[src/rtl/ps2_pkg.sv]
// Shared PS/2 definitions: Set-2 digit scan codes, the break prefix and
// the frame-level helpers used by the keystroke emulator.
package ps2_pkg;

  localparam logic [7:0] SC_0          = 8'h45;
  localparam logic [7:0] SC_1          = 8'h16;
  localparam logic [7:0] SC_2          = 8'h1E;
  localparam logic [7:0] SC_3          = 8'h26;
  localparam logic [7:0] SC_4          = 8'h25;
  localparam logic [7:0] SC_5          = 8'h2E;
  localparam logic [7:0] SC_6          = 8'h36;
  localparam logic [7:0] SC_7          = 8'h3D;
  localparam logic [7:0] SC_8          = 8'h3E;
  localparam logic [7:0] SC_9          = 8'h46;
  localparam logic [7:0] SC_BREAK      = 8'hF0;
  localparam logic [7:0] DIGIT_INVALID = 8'd47;

  typedef enum logic [2:0] {
    ST_IDLE   = 3'd0,
    ST_START  = 3'd1,
    ST_DATA   = 3'd2,
    ST_PARITY = 3'd3,
    ST_STOP   = 3'd4,
    ST_GAP    = 3'd5
  } ps2_state_e;

  // Out-of-range digits map to DIGIT_INVALID, which is never a legal make code.
  function automatic logic [7:0] digit_to_scan(input logic [7:0] digit);
    case (digit)
      8'd0:    return SC_0;
      8'd1:    return SC_1;
      8'd2:    return SC_2;
      8'd3:    return SC_3;
      8'd4:    return SC_4;
      8'd5:    return SC_5;
      8'd6:    return SC_6;
      8'd7:    return SC_7;
      8'd8:    return SC_8;
      8'd9:    return SC_9;
      default: return DIGIT_INVALID;
    endcase
  endfunction

  function automatic logic odd_parity(input logic [7:0] data);
    return ~(^data);
  endfunction

endpackage

[src/rtl/ps2_byte_tx.sv]
// Serialises one byte as an 11-bit device-to-host PS/2 frame; done marks
// the clock edge that ends the stop bit.
module ps2_byte_tx
  import ps2_pkg::*;
#(
  parameter int CLK_DIV = 4
) (
  input  logic       Clk,
  input  logic       Reset,
  input  logic       start,
  input  logic [7:0] data_byte,
  output logic       done,
  output logic       ps2_clk,
  output logic       ps2_data
);

  localparam int HW = (CLK_DIV > 1) ? $clog2(CLK_DIV) : 1;

  ps2_state_e      state_r;
  logic [HW-1:0]   half_r;
  logic            low_r;
  logic [2:0]      bit_r;
  logic [7:0]      shift_r;
  logic            parity_r;
  logic            ps2_clk_r;
  logic            ps2_data_r;
  logic            half_end_s;
  logic            bit_end_s;

  // Half-period and bit boundary decode.
  always_comb begin
    half_end_s = (half_r == HW'(CLK_DIV - 1));
    bit_end_s  = half_end_s && low_r;
    done       = (state_r == ST_STOP) && bit_end_s;
  end

  // Frame FSM: data changes only at bit start, while the clock is high.
  always_ff @(posedge Clk) begin
    if (Reset) begin
      state_r    <= ST_IDLE;
      half_r     <= {HW{1'b0}};
      low_r      <= 1'b0;
      bit_r      <= 3'd0;
      shift_r    <= 8'h00;
      parity_r   <= 1'b0;
      ps2_clk_r  <= 1'b1;
      ps2_data_r <= 1'b1;
    end else if (state_r == ST_IDLE) begin
      if (start) begin
        state_r    <= ST_START;
        half_r     <= {HW{1'b0}};
        low_r      <= 1'b0;
        bit_r      <= 3'd0;
        shift_r    <= data_byte;
        parity_r   <= odd_parity(data_byte);
        ps2_clk_r  <= 1'b1;
        ps2_data_r <= 1'b0;
      end
    end else if (!half_end_s) begin
      half_r <= half_r + HW'(1);
    end else if (!low_r) begin
      half_r    <= {HW{1'b0}};
      low_r     <= 1'b1;
      ps2_clk_r <= 1'b0;
    end else begin
      half_r    <= {HW{1'b0}};
      low_r     <= 1'b0;
      ps2_clk_r <= 1'b1;
      case (state_r)
        ST_START: begin
          state_r    <= ST_DATA;
          ps2_data_r <= shift_r[0];
        end
        ST_DATA: begin
          if (bit_r == 3'd7) begin
            state_r    <= ST_PARITY;
            ps2_data_r <= parity_r;
          end else begin
            bit_r      <= bit_r + 3'd1;
            shift_r    <= {1'b0, shift_r[7:1]};
            ps2_data_r <= shift_r[1];
          end
        end
        ST_PARITY: begin
          state_r    <= ST_STOP;
          ps2_data_r <= 1'b1;
        end
        default: begin
          state_r    <= ST_IDLE;
          ps2_data_r <= 1'b1;
        end
      endcase
    end
  end

  assign ps2_clk  = ps2_clk_r;
  assign ps2_data = ps2_data_r;

endmodule

[src/rtl/key_encode_tx.sv]
// Keyboard emulator: accepts a decimal digit and transmits make / F0 / make
// on the PS/2 lines, with idle gaps after each byte.
module key_encode_tx
  import ps2_pkg::*;
#(
  parameter int CLK_DIV    = 4,
  parameter int GAP_CYCLES = 8
) (
  input  logic       Clk,
  input  logic       Reset,
  input  logic [7:0] number,
  input  logic       valid,
  output logic       ready,
  output logic       ps2_clk,
  output logic       ps2_data,
  output logic       busy,
  output logic       err
);

  localparam int GW = (GAP_CYCLES > 1) ? $clog2(GAP_CYCLES) : 1;

  typedef enum logic [1:0] {
    KEY_IDLE  = 2'd0,
    KEY_FRAME = 2'd1,
    KEY_GAP   = 2'd2
  } key_state_e;

  key_state_e    state_r;
  logic [1:0]    idx_r;
  logic [GW-1:0] gap_r;
  logic [7:0]    code_r;
  logic          ready_r;
  logic          busy_r;
  logic          err_r;
  logic [7:0]    scan_s;
  logic          accept_s;
  logic          gap_end_s;
  logic          tx_start_s;
  logic [7:0]    tx_byte_s;
  logic          tx_done_s;

  // The first byte starts on the accept edge itself, so it bypasses code_r.
  always_comb begin
    scan_s     = digit_to_scan(number);
    accept_s   = valid && ready_r;
    gap_end_s  = (state_r == KEY_GAP) && (gap_r == GW'(GAP_CYCLES - 1));
    tx_start_s = 1'b0;
    tx_byte_s  = code_r;
    if (accept_s && (scan_s != DIGIT_INVALID)) begin
      tx_start_s = 1'b1;
      tx_byte_s  = scan_s;
    end else if (gap_end_s && (idx_r != 2'd2)) begin
      tx_start_s = 1'b1;
      tx_byte_s  = (idx_r == 2'd0) ? SC_BREAK : code_r;
    end else begin
      tx_start_s = 1'b0;
      tx_byte_s  = code_r;
    end
  end

  ps2_byte_tx #(
    .CLK_DIV  (CLK_DIV)
  ) u_byte_tx (
    .Clk      (Clk),
    .Reset    (Reset),
    .start    (tx_start_s),
    .data_byte(tx_byte_s),
    .done     (tx_done_s),
    .ps2_clk  (ps2_clk),
    .ps2_data (ps2_data)
  );

  // Keystroke sequencer: handshake, byte index and inter-byte gap.
  always_ff @(posedge Clk) begin
    if (Reset) begin
      state_r <= KEY_IDLE;
      idx_r   <= 2'd0;
      gap_r   <= {GW{1'b0}};
      code_r  <= 8'h00;
      ready_r <= 1'b1;
      busy_r  <= 1'b0;
      err_r   <= 1'b0;
    end else begin
      err_r <= 1'b0;
      case (state_r)
        KEY_IDLE: begin
          if (accept_s) begin
            if (scan_s == DIGIT_INVALID) begin
              err_r <= 1'b1;
            end else begin
              code_r  <= scan_s;
              idx_r   <= 2'd0;
              state_r <= KEY_FRAME;
              ready_r <= 1'b0;
              busy_r  <= 1'b1;
            end
          end
        end
        KEY_FRAME: begin
          if (tx_done_s) begin
            state_r <= KEY_GAP;
            gap_r   <= {GW{1'b0}};
          end
        end
        KEY_GAP: begin
          if (gap_end_s) begin
            if (idx_r == 2'd2) begin
              state_r <= KEY_IDLE;
              ready_r <= 1'b1;
              busy_r  <= 1'b0;
            end else begin
              idx_r   <= idx_r + 2'd1;
              state_r <= KEY_FRAME;
            end
          end else begin
            gap_r <= gap_r + GW'(1);
          end
        end
        default: begin
          state_r <= KEY_IDLE;
          ready_r <= 1'b1;
          busy_r  <= 1'b0;
        end
      endcase
    end
  end

  assign ready = ready_r;
  assign busy  = busy_r;
  assign err   = err_r;

endmodule

[config.mk]
export PLATFORM = sky130hd
export DESIGN_NAME = key_encode_tx
export DESIGN_NICKNAME = d
export VERILOG_FILES = /design/src/rtl/ps2_pkg.sv /design/src/rtl/ps2_byte_tx.sv /design/src/rtl/key_encode_tx.sv
export SDC_FILE = /design/constraint.sdc
export NUM_CORES = 1
export LEC_CHECK = 0
export BUFFER_PORTS_ARGS = -buffer_cell sky130_fd_sc_hd__buf_2
export CAP_MARGIN = 20
export CORE_ASPECT_RATIO = 0.9
export CORE_MARGIN = 5
export CORE_UTILIZATION = 26
export CTS_CLUSTER_SIZE = 8
export DETAILED_ROUTE_END_ITERATION = 10
export GPL_TIMING_DRIVEN = 0
export PLACE_DENSITY = 0.5
export SYNTH_ARGS = -nofsm -noshare
export SYNTH_HDL_FRONTEND = slang
export SYNTH_HIERARCHICAL = 1
export SYNTH_SLANG_ARGS = --single-unit
export TNS_END_PERCENT = 50
[constraint.sdc]
create_clock -name Clk -period 7.2 [get_ports Clk]
set_input_delay 0.36 -clock Clk [delete_from_list [all_inputs] [get_ports Clk]]
set_output_delay 0.36 -clock Clk [all_outputs]
set_load 0.03 [all_outputs]
# == After elaboration in Yosys (flattened, before gate mapping) ==
# Memory sizes are Yosys's and may differ from the RTL's.
# Index checks and enable logic that the tools add are counted.
# totals
romBits,96
output_inout_bits,5
in_bits,11
latch_bits,0
elab_cells,140
memories,1
ramBits,0
regBits,38
# memory_table
name,depth,word_bits,read_ports,rd_clocked_by_memory_dff,wr,line,text
(name not given),16,6,1,0,0,ps2_pkg.sv:29,case (digit)
# classes
n_addsub,4
reduce_logical,27
multipliers,0
n_eq_ne,23
muxes,65
shifts,0
n_lt_le_gt_ge,0
bitwise_logic,5
div,0
# op_table
cell,n
2-to-1 mux 8 bit,10
2-to-1 mux 3 bit,13
2-to-1 mux 1 bit,24
2-to-1 mux 2 bit,11
"!= test 2 bit, second input constant",8
AND reduction 5 bit,3
nonzero test 2 bit,5
"== test 3 bit, second input constant",3
one-hot mux 3 bit (3 select lines),1
AND reduction 3 bit,3
"== test 8 x 6 -> 1 bit, second input constant",1
"!= test 8 x 6 -> 1 bit, second input constant",1
AND reduction 4 bit,2
parity 8 bit,1
"adder 3 x 1 -> 3 bit, second input constant",2
"== test 2 bit, second input constant",3
"== test 3 x 2 -> 1 bit, second input constant",2
logical AND 1 bit,6
one-hot mux 1 bit (3 select lines),2
one-hot mux 2 bit (3 select lines),1
one-hot mux 3 bit (2 select lines),1
NOT 1 bit,5
"adder 2 x 1 -> 2 bit, second input constant",2
logical NOT 2 bit,2
10 further kinds,12

# == Longest topological paths before layout ==
# depth
ltp_word,7
ltp_mapped,12
ltp_nobuf,11

# == Modules after synthesis ==
# Netlist, hierarchy kept.
# modules_own_cells
mod,seq_area_each_um2,area_each_um2,n_inst,cells_per_inst
key_encode_tx,340.3,1164.9,1,145
ps2_byte_tx,400.4,998.5,1,117

# == Least setup slack after synthesis ==
# No wires, ideal clock.
# synth_timing
path_kind,input to register
from,in number[0]
to,reg u_byte_tx.bit_r[0]
setup_slack_ns,4.091
path_stages,12
arrival_time_ns,2.982
required_time_ns,7.072
path_cell_list,inv_1 > ha_1 > and3b_1 > a211oi_1 > a21oi_1 > nor3_4 > nand2b_1 > or4b_4 > a21oi_4 > buf_4 > mux2i_1 > nor2_1
# synth_via
elab_chain_len,7
# synth_rtl
item,line,text
start: declaration,key_encode_tx.sv:11,"input logic [7:0] number,"
memory read (16 x 6 bit),n/a,
2-to-1 mux 8 bit,ps2_pkg.sv:29,
!= test 8 x 6 -> 1 bit,key_encode_tx.sv:49,if (accept_s && (scan_s != DIGIT_INVALID)) begin
logical AND 1 bit,key_encode_tx.sv:49,
2-to-1 mux 1 bit,key_encode_tx.sv:49,
net tx_start_s,key_encode_tx.sv:38,logic tx_start_s;
!= test 2 bit (no line),n/a,
AND reduction 5 bit (no line),n/a,
end signal: assignment,ps2_byte_tx.sv:79,bit_r <= bit_r + 3'd1;
end: declaration,ps2_byte_tx.sv:22,logic [2:0] bit_r;
# The timed path passes the listed nets, and every way through them passes these cells.
# A chain may end at the register's enable or synchronous reset.

# == Final worst setup path ==
# layout_timing
from,in number[1]
to,reg u_byte_tx.bit_r[0]
# Same word-level chain as after synthesis.

==> flow_metrics.py <==
metrics = {
    "cts": {
        "clock_path_buffers": 2,
        "cts_inserted_buffers": 5,
        "ctsResizeCount": 0,
        "htree_num_levels": 2,
        "cts.reportedPaths.clkPinSlew_ns": 0.07,
        "holdBufCountCts": 0,
        "clkLatencyLatePin_ns": 0.28,
        "cts_setup_buffers": 0,
        "cts_root_buffer": "clkbuf_8",
        "cts_tree": "yes",
        "clock_sinks": 37,
    },
    "worst_setup_path": {
        "r2r_slack_ns": 4.35,
        "critPathMaxFanout": 10,
        "critPathCaptureType": "flop",
        "cp.arrival_ns": 3.62,
        "required_ns": 7.36,
        "critPathKind": "in -> reg",
        "r2r_end": "u_byte_tx/bit_r[0]",
        "worstRegToRegCells": 11,
        "startpoint_type": "primary input",
        "reg2reg_from": "gap_r[0]",
    },
    "pwr": {
        "comb_power_share": 0.105,
        "irDropWorstVdd_v": 0.0000592,
        "intPower_mw": 0.299,
        "p_leak_nw": 0.883,
        "clkPwrFrac": 0.370,
        "power.switching_mw": 0.0981,
        "p_sw_frac": 0.247,
        "p_seq_frac": 0.525,
        "pwr_density_cell_nw_per_um2": 162,
    },
    "timing": {
        "fmax_ghz": 0.289,
        "finalSetupViolCount": 0,
        "whs_ns": 0.368,
        "grt_setup_unrepaired": "no",
        "tns_ns": 0,
        "post-route-period-util": 0.480,
        "fin_worst_skew_ns": 0.00773,
        "fin_crit_ns": 3.46,
        "hold_violations": 0,
        "drv_slew": 0,
        "slew-limit-headroom": 0.578,
        "worstMarginPinSlew_ns": 0.623,
    },
    "finish": {
        "fin_cells": 383,
        "fillers": 859,
        "areaGrowthSynthToFinish_pct": 13.2,
        "drive_above_1_share": 0.109,
        "mostFrequentLayoutCells": "37 x dfxtp_1, 31 x nor2_1, 24 x nand2_1",
        "layout_commonest_cell": "dfxtp_1",
        "nNetsFinal": 307,
        "seqCellArea_um2": 741,
        "antenna_cells": 0,
        "multi_input_area_um2": 1330,
    },
    "logic_synthesis": {
        "yosys_most_used_dff": "dfxtp_1",
        "synthesis.area_um2": 2160,
        "postSynthAreaPerCell_um2": 8.26,
        "ys_async_sr_fraction": 0,
        "synth_edf_count": 0,
        "synthCells": 262,
        "ys_warn_count": 6,
        "yosysUniqueCellTypes": 47,
        "seq_area_frac_synth": 0.342,
        "synth_nets": 285,
        "synth_seq_cells": 37,
    },
    "global_routing": {
        "grt_pass1_wl_um": 8260,
        "antenna_found_initial": 0,
        "grt_pass1_vias": 1693,
        "grtUsageTotal": 0.0999,
        "grt_max_degree": 11,
        "grt-ovfl-total": 0,
    },
    "floorplanning": {
        "initial_core_util": 0.268,
        "row_count": 31,
        "dieArea_um2": 10200,
        "core-area_um2": 8070,
        "io-pin-count": 16,
        "die_h_um": 96.5,
        "die_w_um": 106,
    },
    "detailed_routing": {
        "dr.first_iter.drc_count": 115,
        "ant_nets": 0,
        "detail_route.vias_per_cell": 4.93,
        "vias": 1887,
        "wl_per_cell_um": 12.9,
        "drtPass1Iterations": 4,
        "post-route-drc-count": 0,
        "wl_um": 4930,
    },
    "worst_hold_path": {
        "hold_start": "Reset",
        "hold_class": "in -> reg",
        "holdPathStages": 3,
        "hold_end": "code_r[6]",
    },
    "status": {
        "status": "complete, no violations",
    },
    "place": {
        "dp_hpwl_um": 3690,
        "io_buffers": 15,
        "dp.cells": 376,
        "gp_congestion": 0.787,
    },
    "run": {
        "maxCapViolCount": 0,
    },
}
## layer usage
layer / track usage / up-vias / wire length, um
li1: - / 1000 / -
met1: 0.144 / 854 / 2610
met2: 0.148 / 28 / 2110
met3: 0.0219 / 5 / 167
met4: 0.0324 / 0 / 49
met5: 0 / - / 0
## cell usage after synthesis, types with 2 or more instances
cell       n  area share
dfxtp_1   37        0.34
nor2_1    31       0.054
nand2_1   24       0.042
a21oi_1   22       0.051
clkbuf_1  13       0.023
o21ai_0   13       0.030
ha_1      12       0.069
a311oi_1   9       0.036
mux2i_1    9       0.042
inv_1      8       0.014
nand3_1    6       0.014
xnor2_1    6       0.024
nor3_1     5       0.012
or3_1      5       0.014
a211oi_1   4       0.014
nand2b_1   4       0.012
nor4b_1    4       0.016
a211o_1    3       0.012
a21o_1     3       0.010
a22oi_1    3       0.010
a31oi_1    3      0.0087
mux2_2     3       0.016
nor2b_1    3      0.0087
nor3b_1    3       0.010
and2_1     2      0.0058
and3_1     2      0.0058
nand3b_1   2      0.0069
nor4_1     2      0.0058
o22ai_1    2      0.0058
or4_1      2      0.0069
## logic make-up (layout without fill, tap and decap cells)
family,count (synthesis),in the layout,synth area share
buffers and inverters,23,45,0.0451
XOR/XNOR,7,7,0.0283
AND/OR/NAND/NOR,101,101,0.244
AO/OA/AOI/OAI,70,70,0.213
adder cells (fa/ha/maj),12,12,0.0694
multiplexers,12,12,0.0573
flip-flops,37,37,0.342
## sequential cells by signal, summed over array words and instances, names as in the netlist, 2 cells and up
name,cells
u_byte_tx/state_r,3
idx_r,2
gap_r,3
u_byte_tx/shift_r,8
u_byte_tx/bit_r,3
u_byte_tx/half_r,2
state_r,2
code_r,7
## final cells by class
class / count / share of cell area
inverters: 8 / 0.0123
clock buffers: 7 / 0.0353
repair buffers: 15 / 0.0307
flip-flops and latches: 37 / 0.303
well taps: 99 / 0.0506
plain buffers: 15 / 0.0276
multi-input cells: 202 / 0.541
## power by group through the flow
stage	clock network [mW]	registers [mW]	logic, mW
after floorplan	0	0.214	0.0277
after global placement	0	0.213	0.0419
after detailed placement	0	0.213	0.0418
after CTS	0.154	0.208	0.0419
after global routing	0.163	0.209	0.0463
final	0.147	0.208	0.0417
## per-stage QoR
| stage | power, mW | util | area (um2) | setup WS (ns) |
|---|---|---|---|---|
| after floorplan | 0.242 | - | 2160 | 4.09 |
| after global placement | 0.255 | 0.293 | 2360 | 3.43 |
| after detailed placement | 0.255 | 0.293 | 2360 | 3.43 |
| after CTS | 0.404 | 0.304 | 2450 | 3.76 |
| after global routing | 0.418 | 0.304 | 2450 | 3.44 |
| final | 0.397 | 0.304 | 2450 | 3.74 |
## worst max-delay path, stage by stage
cell and delay [ns]:
buf_2 0.15, inv_1 0.09, ha_1 0.36, and3b_1 0.19
a211oi_1 0.28, a21oi_1 0.20, nor3_4 0.44, nand2b_1 0.26
or4b_4 0.53, a21oi_4 0.26, buf_4 0.23, mux2i_1 0.20
nor2_1 0.05
## how the worst max path moves through the flow
| stage | from | to | slack (ns) | depth (start not counted) |
|---|---|---|---|---|
| 5_1_grt | number[1] | u_byte_tx/bit_r[0] | 3.44 | 13 |
| 4_1_cts | number[1] | u_byte_tx/bit_r[0] | 3.76 | 13 |
| 6_report | number[1] | u_byte_tx/bit_r[0] | 3.74 | 13 |
| 3_3_place_gp | number[1] | u_byte_tx/bit_r[0] | 3.43 | 13 |
| 3_5_place_dp | number[1] | u_byte_tx/bit_r[0] | 3.43 | 13 |
| 2_1_floorplan | number[0] | u_byte_tx/bit_r[0] | 4.09 | 12 |
Power figures use the tool's default switching activity.
